### src/rtl/phase_sequencer_pkg.sv
// rtl/phase_sequencer_pkg.sv - shared phase, opcode, class and state definitions
package phase_sequencer_pkg;

  localparam logic [4:0] P0_OH = 5'b00001;
  localparam logic [4:0] P1_OH = 5'b00010;
  localparam logic [4:0] P2_OH = 5'b00100;
  localparam logic [4:0] P3_OH = 5'b01000;
  localparam logic [4:0] P4_OH = 5'b10000;

  localparam logic [5:0] OP_RTYPE  = 6'b000000;
  localparam logic [5:0] OP_LW     = 6'b100011;
  localparam logic [5:0] OP_SW     = 6'b101011;
  localparam logic [5:0] OP_J      = 6'b000010;
  localparam logic [5:0] OP_JAL    = 6'b000011;
  localparam logic [5:0] FUNCT_ADD = 6'b100000;

  localparam logic [1:0] CAUSE_NONE    = 2'b00;
  localparam logic [1:0] CAUSE_ILLEGAL = 2'b01;
  localparam logic [1:0] CAUSE_TIMEOUT = 2'b10;

  localparam logic [2:0] CLS_ADD     = 3'd0;
  localparam logic [2:0] CLS_LW      = 3'd1;
  localparam logic [2:0] CLS_SW      = 3'd2;
  localparam logic [2:0] CLS_J       = 3'd3;
  localparam logic [2:0] CLS_JAL     = 3'd4;
  localparam logic [2:0] CLS_ILLEGAL = 3'd5;

  typedef enum logic [2:0] {
    S_IDLE, S_P0, S_P1, S_P2, S_P3, S_P4, S_HALT
  } state_e;

  function automatic logic [4:0] phase_oh(input state_e s);
    case (s)
      S_P0:    phase_oh = P0_OH;
      S_P1:    phase_oh = P1_OH;
      S_P2:    phase_oh = P2_OH;
      S_P3:    phase_oh = P3_OH;
      S_P4:    phase_oh = P4_OH;
      default: phase_oh = 5'b00000;
    endcase
  endfunction

endpackage

### src/rtl/phase_sequencer_instr_class_decode.sv
// rtl/phase_sequencer_instr_class_decode.sv - combinational opcode/funct to instruction class
module instr_class_decode
  import phase_sequencer_pkg::*;
(
  input  logic [5:0] op,
  input  logic [5:0] funct,
  output logic [2:0] cls
);

  always_comb begin
    cls = CLS_ILLEGAL;
    case (op)
      OP_RTYPE: if (funct == FUNCT_ADD) cls = CLS_ADD;
      OP_LW:    cls = CLS_LW;
      OP_SW:    cls = CLS_SW;
      OP_J:     cls = CLS_J;
      OP_JAL:   cls = CLS_JAL;
      default:  cls = CLS_ILLEGAL;
    endcase
  end

endmodule

### src/rtl/phase_sequencer.sv
// rtl/phase_sequencer.sv - multi-cycle phase generator with IR, memory stall and halt handling
module phase_sequencer
  import phase_sequencer_pkg::*;
#(
  parameter int MAX_WAIT = 15,
  parameter int CNT_W    = 32
) (
  input  logic             clk,
  input  logic             reset,
  input  logic             run,
  input  logic             mem_ready,
  input  logic [31:0]      instr_rdata,
  output logic [4:0]       p,
  output logic [5:0]       op,
  output logic [5:0]       irfunc,
  output logic [31:0]      ir,
  output logic             busy,
  output logic             halted,
  output logic [1:0]       halt_cause,
  output logic [CNT_W-1:0] cycle_cnt,
  output logic [CNT_W-1:0] instr_cnt
);

  localparam logic [7:0] WAIT_LAST = 8'(MAX_WAIT - 1);

  state_e     state, state_nx;
  logic [2:0] cls;
  logic [7:0] wait_cnt;
  logic       waiting, wait_limit, retire;
  state_e     boundary;

  assign op     = ir[31:26];
  assign irfunc = ir[5:0];

  instr_class_decode u_decode (
    .op    (ir[31:26]),
    .funct (ir[5:0]),
    .cls   (cls)
  );

  assign waiting    = ((state == S_P0) || (state == S_P3)) && !mem_ready;
  assign wait_limit = waiting && (wait_cnt == WAIT_LAST);
  assign retire     = (state == S_P4) || ((state == S_P3) && mem_ready && (cls == CLS_SW));
  assign boundary   = run ? S_P0 : S_IDLE;

  // p is registered from the next state so the control unit sees a glitch-free one-hot
  always_ff @(posedge clk or posedge reset) begin
    if (reset) begin
      state <= S_IDLE;
      p     <= 5'b00000;
    end else begin
      state <= state_nx;
      p     <= phase_oh(state_nx);
    end
  end

  always_comb begin
    state_nx = state;
    case (state)
      S_IDLE: if (run) state_nx = S_P0;
      S_P0: begin
        if (mem_ready)       state_nx = S_P1;
        else if (wait_limit) state_nx = S_HALT;
      end
      S_P1:   state_nx = (cls == CLS_ILLEGAL) ? S_HALT : S_P2;
      S_P2:   state_nx = ((cls == CLS_LW) || (cls == CLS_SW)) ? S_P3 : S_P4;
      S_P3: begin
        if (mem_ready)       state_nx = (cls == CLS_LW) ? S_P4 : boundary;
        else if (wait_limit) state_nx = S_HALT;
      end
      S_P4:   state_nx = boundary;
      S_HALT: state_nx = S_HALT;
      default: state_nx = S_IDLE;
    endcase
  end

  always_comb begin
    busy   = 1'b0;
    halted = 1'b0;
    case (state)
      S_P0, S_P1, S_P2, S_P3, S_P4: busy = 1'b1;
      S_HALT:                       halted = 1'b1;
      default: ;
    endcase
  end

  always_ff @(posedge clk or posedge reset) begin
    if (reset) begin
      ir         <= 32'h0;
      wait_cnt   <= 8'h0;
      halt_cause <= CAUSE_NONE;
      cycle_cnt  <= '0;
      instr_cnt  <= '0;
    end else begin
      if ((state == S_P0) && mem_ready) ir <= instr_rdata;
      // any state change is an entry into a fresh phase, so the wait budget restarts
      if (state_nx != state)  wait_cnt <= 8'h0;
      else if (waiting)       wait_cnt <= wait_cnt + 8'h1;
      if ((state_nx == S_HALT) && (state != S_HALT))
        halt_cause <= (state == S_P1) ? CAUSE_ILLEGAL : CAUSE_TIMEOUT;
      if (busy)   cycle_cnt <= cycle_cnt + CNT_W'(1);
      if (retire) instr_cnt <= instr_cnt + CNT_W'(1);
    end
  end

endmodule

### config.mk
export PLATFORM = sky130hd
export DESIGN_NAME = phase_sequencer
export DESIGN_NICKNAME = d
export VERILOG_FILES = /design/src/rtl/phase_sequencer_pkg.sv /design/src/rtl/phase_sequencer_instr_class_decode.sv /design/src/rtl/phase_sequencer.sv
export SDC_FILE = /design/constraint.sdc
export NUM_CORES = 1
export LEC_CHECK = 0
export BUFFER_PORTS_ARGS = -buffer_cell sky130_fd_sc_hd__buf_2
export CAP_MARGIN = 20
export CORE_MARGIN = 1
export CORE_UTILIZATION = 25
export CTS_CLUSTER_SIZE = 16
export DETAILED_ROUTE_END_ITERATION = 7
export GPL_TIMING_DRIVEN = 0
export PLACE_DENSITY = 0.46
export SLEW_MARGIN = 20
export SYNTH_ARGS = -nofsm -noshare
export SYNTH_HDL_FRONTEND = slang
export SYNTH_SLANG_ARGS = --single-unit
### constraint.sdc
create_clock -name clk -period 8.99 [get_ports clk]
set_clock_uncertainty 0.15 [all_clocks]
set_input_delay 0.899 -clock clk [delete_from_list [all_inputs] [get_ports clk]]
set_output_delay 0.899 -clock clk [all_outputs]
set_load 0.01 [all_outputs]
==> impl_metrics.csv, run 1 <==
group,metric,value,unit
layout,drive_gt1_share,39.9,%
critical_path,slowest_stage,"or3_1",
hold_path,hold_class,"flip-flop to flip-flop",
floorplanning,coreArea,0.0204,mm²
timing,min_period,3.03,ns
placement,post-place-ws,6.11,ns
clock_network,cts.root.buffer_cell,"clkbuf_16",
layout,final_common_cell,"buf_2",
pwr,p_leak,3.41,nW
yosys,synth_warnings,0,
critical_path,cp-start-kind,"flip-flop",
layout,final_nets,654,
critical_path,crit_type,"flip-flop to primary output",
clock_network,tritoncts,"yes",
pwr,irDropWorstVdd,0.000131,V
route,dr.pass1.iters,4,
yosys,ys_types,49,
floorplanning,die_x,147,µm
pwr,p_comb_share,29.4,%
yosys,syn-cell-area,0.00524,mm²
pwr,clockPowerShare,34.8,%
run_status,status,"finished, final reports clean",
timing,setup_ws,5.96,ns
placement,gp_congestion,0.770,
timing,tightest_slew,0.610,ns
timing,max_freq,330,MHz
route,viasPerCell,4.49,
critical_path,crit_chain,"buf_2, or3_1, and2_1, clkbuf_1, buf_2",
timing,slew_violations,0,
floorplanning,start_util,25.7,%
layout,final_area,0.00699,mm²
floorplanning,dieHeight,147,µm
placement,placed_area,0.00636,mm²
placement,placedCellCount,865,
route,routed_wl,13200,µm
yosys,yosysTopAreaCellShare,54.5,%
route,drc,0,
critical_path,crit_arrival,1.98,ns
clock_network,cts_buffers,17,
pwr,switching_share,33.2,%
layout,diodes,0,
clock_network,clock-sinks,114,
placement,place_hpwl,9520,µm
timing,rsz0062_at_grt,"false",
route,drtIter0Drc,167,
yosys,synthesis.nets,483,
yosys,ys_ff_latch,114,
route,drtAntennaViolNets,0,
layout,fin_cells,897,
critical_path,critPathRequiredTime,7.94,ns
global_route,grt_pass1_vias,4037,
pwr,p_per_area,294,mW/mm²
critical_path,end_kind,"primary output",
yosys,synth_ff_type,"dfrtp_1",
pwr,pwr-share-seq,35.8,%
floorplanning,core.rowCount,52,
clock_network,clk_path_buf_depth,2,
pwr,power.net_switching,0.683,mW
critical_path,crit_fanout,10,
global_route,grt_pass1_wl,21800,µm
global_route,grt_max_degree,64,
floorplanning,die_area,0.0215,mm²
route,vias,4031,
timing,finalSetupViolCount,0,
critical_path,cp_common_cell,"buf_2",
yosys,ys_seq_area_share,54.5,%
pwr,p_int,1.37,mW
critical_path,cpPeakStageDelay,0.44,ns
yosys,yosys.area.top_type,"dfrtp_1",
timing,min_period_over_period,33.7,%
clock_network,cts_resized,0,
clock_network,holdBufCountCts,0,
timing,finalSetupTns,0,ns
clock_network,clk_pin_slew,0.06,ns
clock_network,h-tree-depth,4,
pwr,power,2.06,mW
layout,layout_common_cells,"buf_2, dfrtp_1, xnor2_1",
clock_network,cts_setup_buffers,0,
yosys,syn_area_per_cell,11.8,µm²
timing,hold_viol,0,
global_route,antenna_found_initial,0,
yosys,async_flop_share,100,%
placement,port_buffers,151,
layout,area_delta_synth_final,33.5,%
yosys,yosys-top-cells-area,"dfrtp_1, xnor2_1, mux2_2",
route,routedWlPerCell,14.7,µm
timing,slew-limit-headroom,59.3,%
yosys,netlist_instances,443,
yosys,synth_edf_count,0,
global_route,grt.total_usage,12.9,%
global_route,gr-total-overflow,0,
floorplanning,ios,153,
job,drv_cap,0,
clock_network,clk_latency,0.41,ns
layout make-up:
cell class / instances / area, µm²
Fill cell: 2074 / 13400
Sequential cell: 114 / 2850
Multi-Input combinational cell: 295 / 2200
Timing Repair Buffer: 152 / 783
Clock buffer: 19 / 453
Tap cell: 270 / 338
Clock inverter: 13 / 175
Buffer: 24 / 144
Inverter: 10 / 42.5
registers in the layout, summed over array words and instances (netlist names):
name	cells
cycle_cnt	32
halt_cause	2
instr_cnt	32
ir	32
p	5
state	3
wait_cnt	8
per-stage QoR:
| stage | hold slack, ns | util, % |
|---|---|---|
| 2_1_floorplan | 0.354 | - |
| 3_3_place_gp | 0.313 | 31.1 |
| 3_5_place_dp | 0.316 | 31.2 |
| 4_1_cts | 0.323 | 34.3 |
| 5_1_grt | 0.344 | 34.3 |
| 6_report | 0.319 | 34.3 |
cells by family (layout without fill, tap and decap cells):
group | Yosys count | count (layout) | synth area share (%)
AO/OA/AOI/OAI | 20 | 20 | 2.87
XOR/XNOR | 70 | 70 | 11.7
adder cells (fa/ha/maj) | 4 | 4 | 0.956
buffers and inverters | 34 | 218 | 3.46
flip-flops | 114 | 114 | 54.5
multiplexers | 33 | 33 | 7.10
AND/OR/NAND/NOR | 168 | 168 | 19.4
cells in the mapped netlist (all sizes together), types with 3 or more instances:
cell      n
o21ai     6
xnor2    43
nand4    21
and4      8
and2      5
nor3     15
inv      10
nor2b     4
nor4     12
xor2     27
a21oi     4
clkbuf    5
nor2     14
ha        4
mux2     33
nand2    24
buf      19
nor3b     3
dfrtp   114
and3     14
nand3    29
or2       3
worst paths after layout:
path | slack [ns] | depth (start not counted) | start | endpoint
max | 5.96 | 5 | state[0] | busy
min | 0.32 | 1 | instr_cnt[31] | instr_cnt[31]
min reg2reg | 0.32 | 1 | instr_cnt[31] | instr_cnt[31]
min in group asynchronous | 0.39 | 2 | reset | cycle_cnt[24]
max in group asynchronous | 7.63 | 3 | reset | halt_cause[0]
max reg2reg | 6.59 | 8 | wait_cnt[0] | wait_cnt[2]
power by group through the flow:
stage / clock network [mW] / logic, mW / registers (mW)
6_report: 0.716 / 0.605 / 0.736
5_1_grt: 0.760 / 0.663 / 0.757
4_1_cts: 0.738 / 0.615 / 0.739
3_5_place_dp: 0 / 0.613 / 0.745
3_3_place_gp: 0 / 0.607 / 0.741
2_1_floorplan: 0 / 0.344 / 0.768
worst max-delay path, delay by kind of cell (launching register included):
family        cells  cell delay (ns)
buf+inv           3             0.56
simple gates      2             0.61
flops             1             0.41
routing by layer:
| metal | GRT usage (%) | share of wire [%] | wire [µm] |
|---|---|---|---|
| met2 | 19.3 | 44 | 5870 |
| met4 | 5.00 | 1.4 | 189 |
| met5 | 0 | 0 | 0 |
| met1 | 16.8 | 46 | 6070 |
| met3 | 4.91 | 8.2 | 1090 |
Note: power is estimated with default switching activity, not from simulation.
==> inputs of run 2 (changes only) <==
PLACE_DENSITY = 0.47   (was 0.46)
clock period = 2.66 ns   (was 8.99 ns; I/O delays follow)
==> run 2 against run 1 <==
Net effect:
- worst setup slack worse by 5.7 ns
- combinational power grew to 3.5 times the previous value
- utilization is 1.6 points higher
- critical endpoint is now ir[7]
- register-to-register slack worse by 6.4 ns
- non-clock buffer count increased by 35
- critical path depth rose by 1
- total power increased to 3.4 times the previous value
- global-route usage grew 0.75 points
==> impl_metrics.csv, run 2 (same netlist as run 1, synthesis figures left out) <==
group,metric,value,unit
layout,drive_gt1_share,38.1,%
route,drtIter0Drc,223,
placement,post-place-ws,0.223,ns
timing,tightest_slew,0.747,ns
critical_path,critPathRequiredTime,2.80,ns
pwr,irDropWorstVdd,0.000620,V
layout,diodes,0,
timing,finalSetupTns,0,ns
route,vias,4130,
clock_network,clk_latency,0.41,ns
timing,setup_ws,0.223,ns
clock_network,clk_path_buf_depth,2,
global_route,gr-total-overflow,0,
hold_path,holdPathEnd,"instr_cnt[31]",
placement,placed_area,0.00639,mm²
critical_path,worst-path-buf-inv,3,
route,drtAntennaViolNets,0,
hold_path,hold_class,"flip-flop to flip-flop",
layout,layout_common_cells,"buf_2, dfrtp_1, xnor2_1",
timing,finalSetupViolCount,0,
layout,top_regs,"cycle_cnt: 32 flops, instr_cnt: 32 flops, ir: 32 flops",
placement,port_buffers,151,
clock_network,cts.root.buffer_cell,"clkbuf_16",
critical_path,cp_common_cell,"buf_2",
critical_path,slowest_stage,"mux2_2",
layout,final_nets,689,
pwr,power.net_switching,2.34,mW
critical_path,cp_top_family,"buffers and inverters",
global_route,antenna_found_initial,0,
placement,gp_congestion,0.779,
layout,final_common_cell,"buf_2",
layout,fin_cells,932,
critical_path,crit_chain,"buf_2, nor2b_1, and3_1, clkbuf_1, buf_2, mux2_2",
timing,rsz0062_at_grt,"false",
timing,slew-limit-headroom,50.1,%
critical_path,crit_type,"flip-flop to flip-flop",
pwr,p_int,4.56,mW
run_status,status,"finished, final reports clean",
pwr,pwr-share-seq,36.0,%
critical_path,rrSetupSlack,0.22,ns
critical_path,ff2ff_path_depth,6,
pwr,p_per_area,942,mW/mm²
timing,hold_viol,0,
clock_network,clock-sinks,114,
layout,fin_util,35.9,%
critical_path,crit-reg2reg-launch,"state[2]",
hold_path,whs_path_depth,1,
clock_network,clk_pin_slew,0.06,ns
timing,max_freq,410,MHz
timing,min_period,2.44,ns
pwr,p_comb_share,30.5,%
route,routedWlPerCell,14.7,µm
timing,min_period_over_period,91.6,%
critical_path,r2r-end,"ir[7]",
floorplanning,die_area,0.0215,mm²
pwr,p_leak,3.53,nW
placement,placedCellCount,867,
global_route,grt_pass1_vias,4398,
floorplanning,dieHeight,147,µm
pwr,clockPowerShare,33.4,%
floorplanning,coreArea,0.0204,mm²
floorplanning,ios,153,
layout,final_area,0.00732,mm²
critical_path,cpPeakStageDelay,0.38,ns
clock_network,cts_buffers,17,
timing,hold_slack,0.319,ns
global_route,grt_pass1_wl,23000,µm
pwr,switching_share,33.9,%
floorplanning,start_util,25.7,%
critical_path,crit_arrival,2.58,ns
route,dr.pass1.iters,4,
hold_path,hp-start,"instr_cnt[31]",
clock_network,tritoncts,"yes",
global_route,grt_max_degree,33,
clock_network,cts_resized,0,
critical_path,crit_fanout,10,
placement,place_hpwl,9650,µm
route,routed_wl,13700,µm
clock_network,cts_setup_buffers,0,
critical_path,end_kind,"flip-flop",
pwr,power,6.90,mW
floorplanning,core.rowCount,52,
layout,area_delta_synth_final,39.8,%
route,drc,0,
critical_path,cp-start-kind,"flip-flop",
floorplanning,die_x,147,µm
timing,slew_violations,0,
clock_network,h-tree-depth,4,
job,drv_cap,0,
route,viasPerCell,4.43,
global_route,grt.total_usage,13.7,%
critical_path,path_depth,6,
[run 2: worst max-delay path by stage]
stage	startpoint	to	slack, ns
floorplan	wait_cnt[0]	wait_cnt[0]	0.54
global placement	reset	ir[12]	0.03
detailed placement	wait_cnt[0]	wait_cnt[4]	0.22
CTS	state[2]	ir[7]	0.20
global route	wait_cnt[0]	wait_cnt[3]	0.08
finish	state[2]	ir[7]	0.22
[run 2: area by class of cell]
type                       count  area, µm²
clock buffer                  18        439
multi-input combinational    295       2200
buffer                        24        144
tap                          270        338
clock inverter                14        156
timing repair buffer         187       1150
inverter                      10       41.3
sequential                   114       2850
fill                        2025      13000
[run 2: per-layer routing]
metal / vias to the layer above / global-route usage [%] / routed length (µm)
met5: - / 0 / 0
met4: 0 / 6.04 / 187
met3: 11 / 4.50 / 997
met2: 152 / 21.5 / 6250
met1: 1983 / 17.0 / 6250
li1: 1984 / - / -
[run 2: power by group through the flow]
stage | clock network (mW) | logic [mW] | registers (mW)
3_3_place_gp | 0 | 2.05 | 2.49
2_1_floorplan | 0 | 1.16 | 2.60
5_1_grt | 2.46 | 2.30 | 2.56
3_5_place_dp | 0 | 2.09 | 2.50
6_report | 2.31 | 2.11 | 2.48
4_1_cts | 2.37 | 2.13 | 2.49
[run 2: timing repair]
item,4_1_cts,5_1_grt
endpoints found under the hold margin,62,0
hold buffers,33,0
endpoints found under the setup margin,0,0
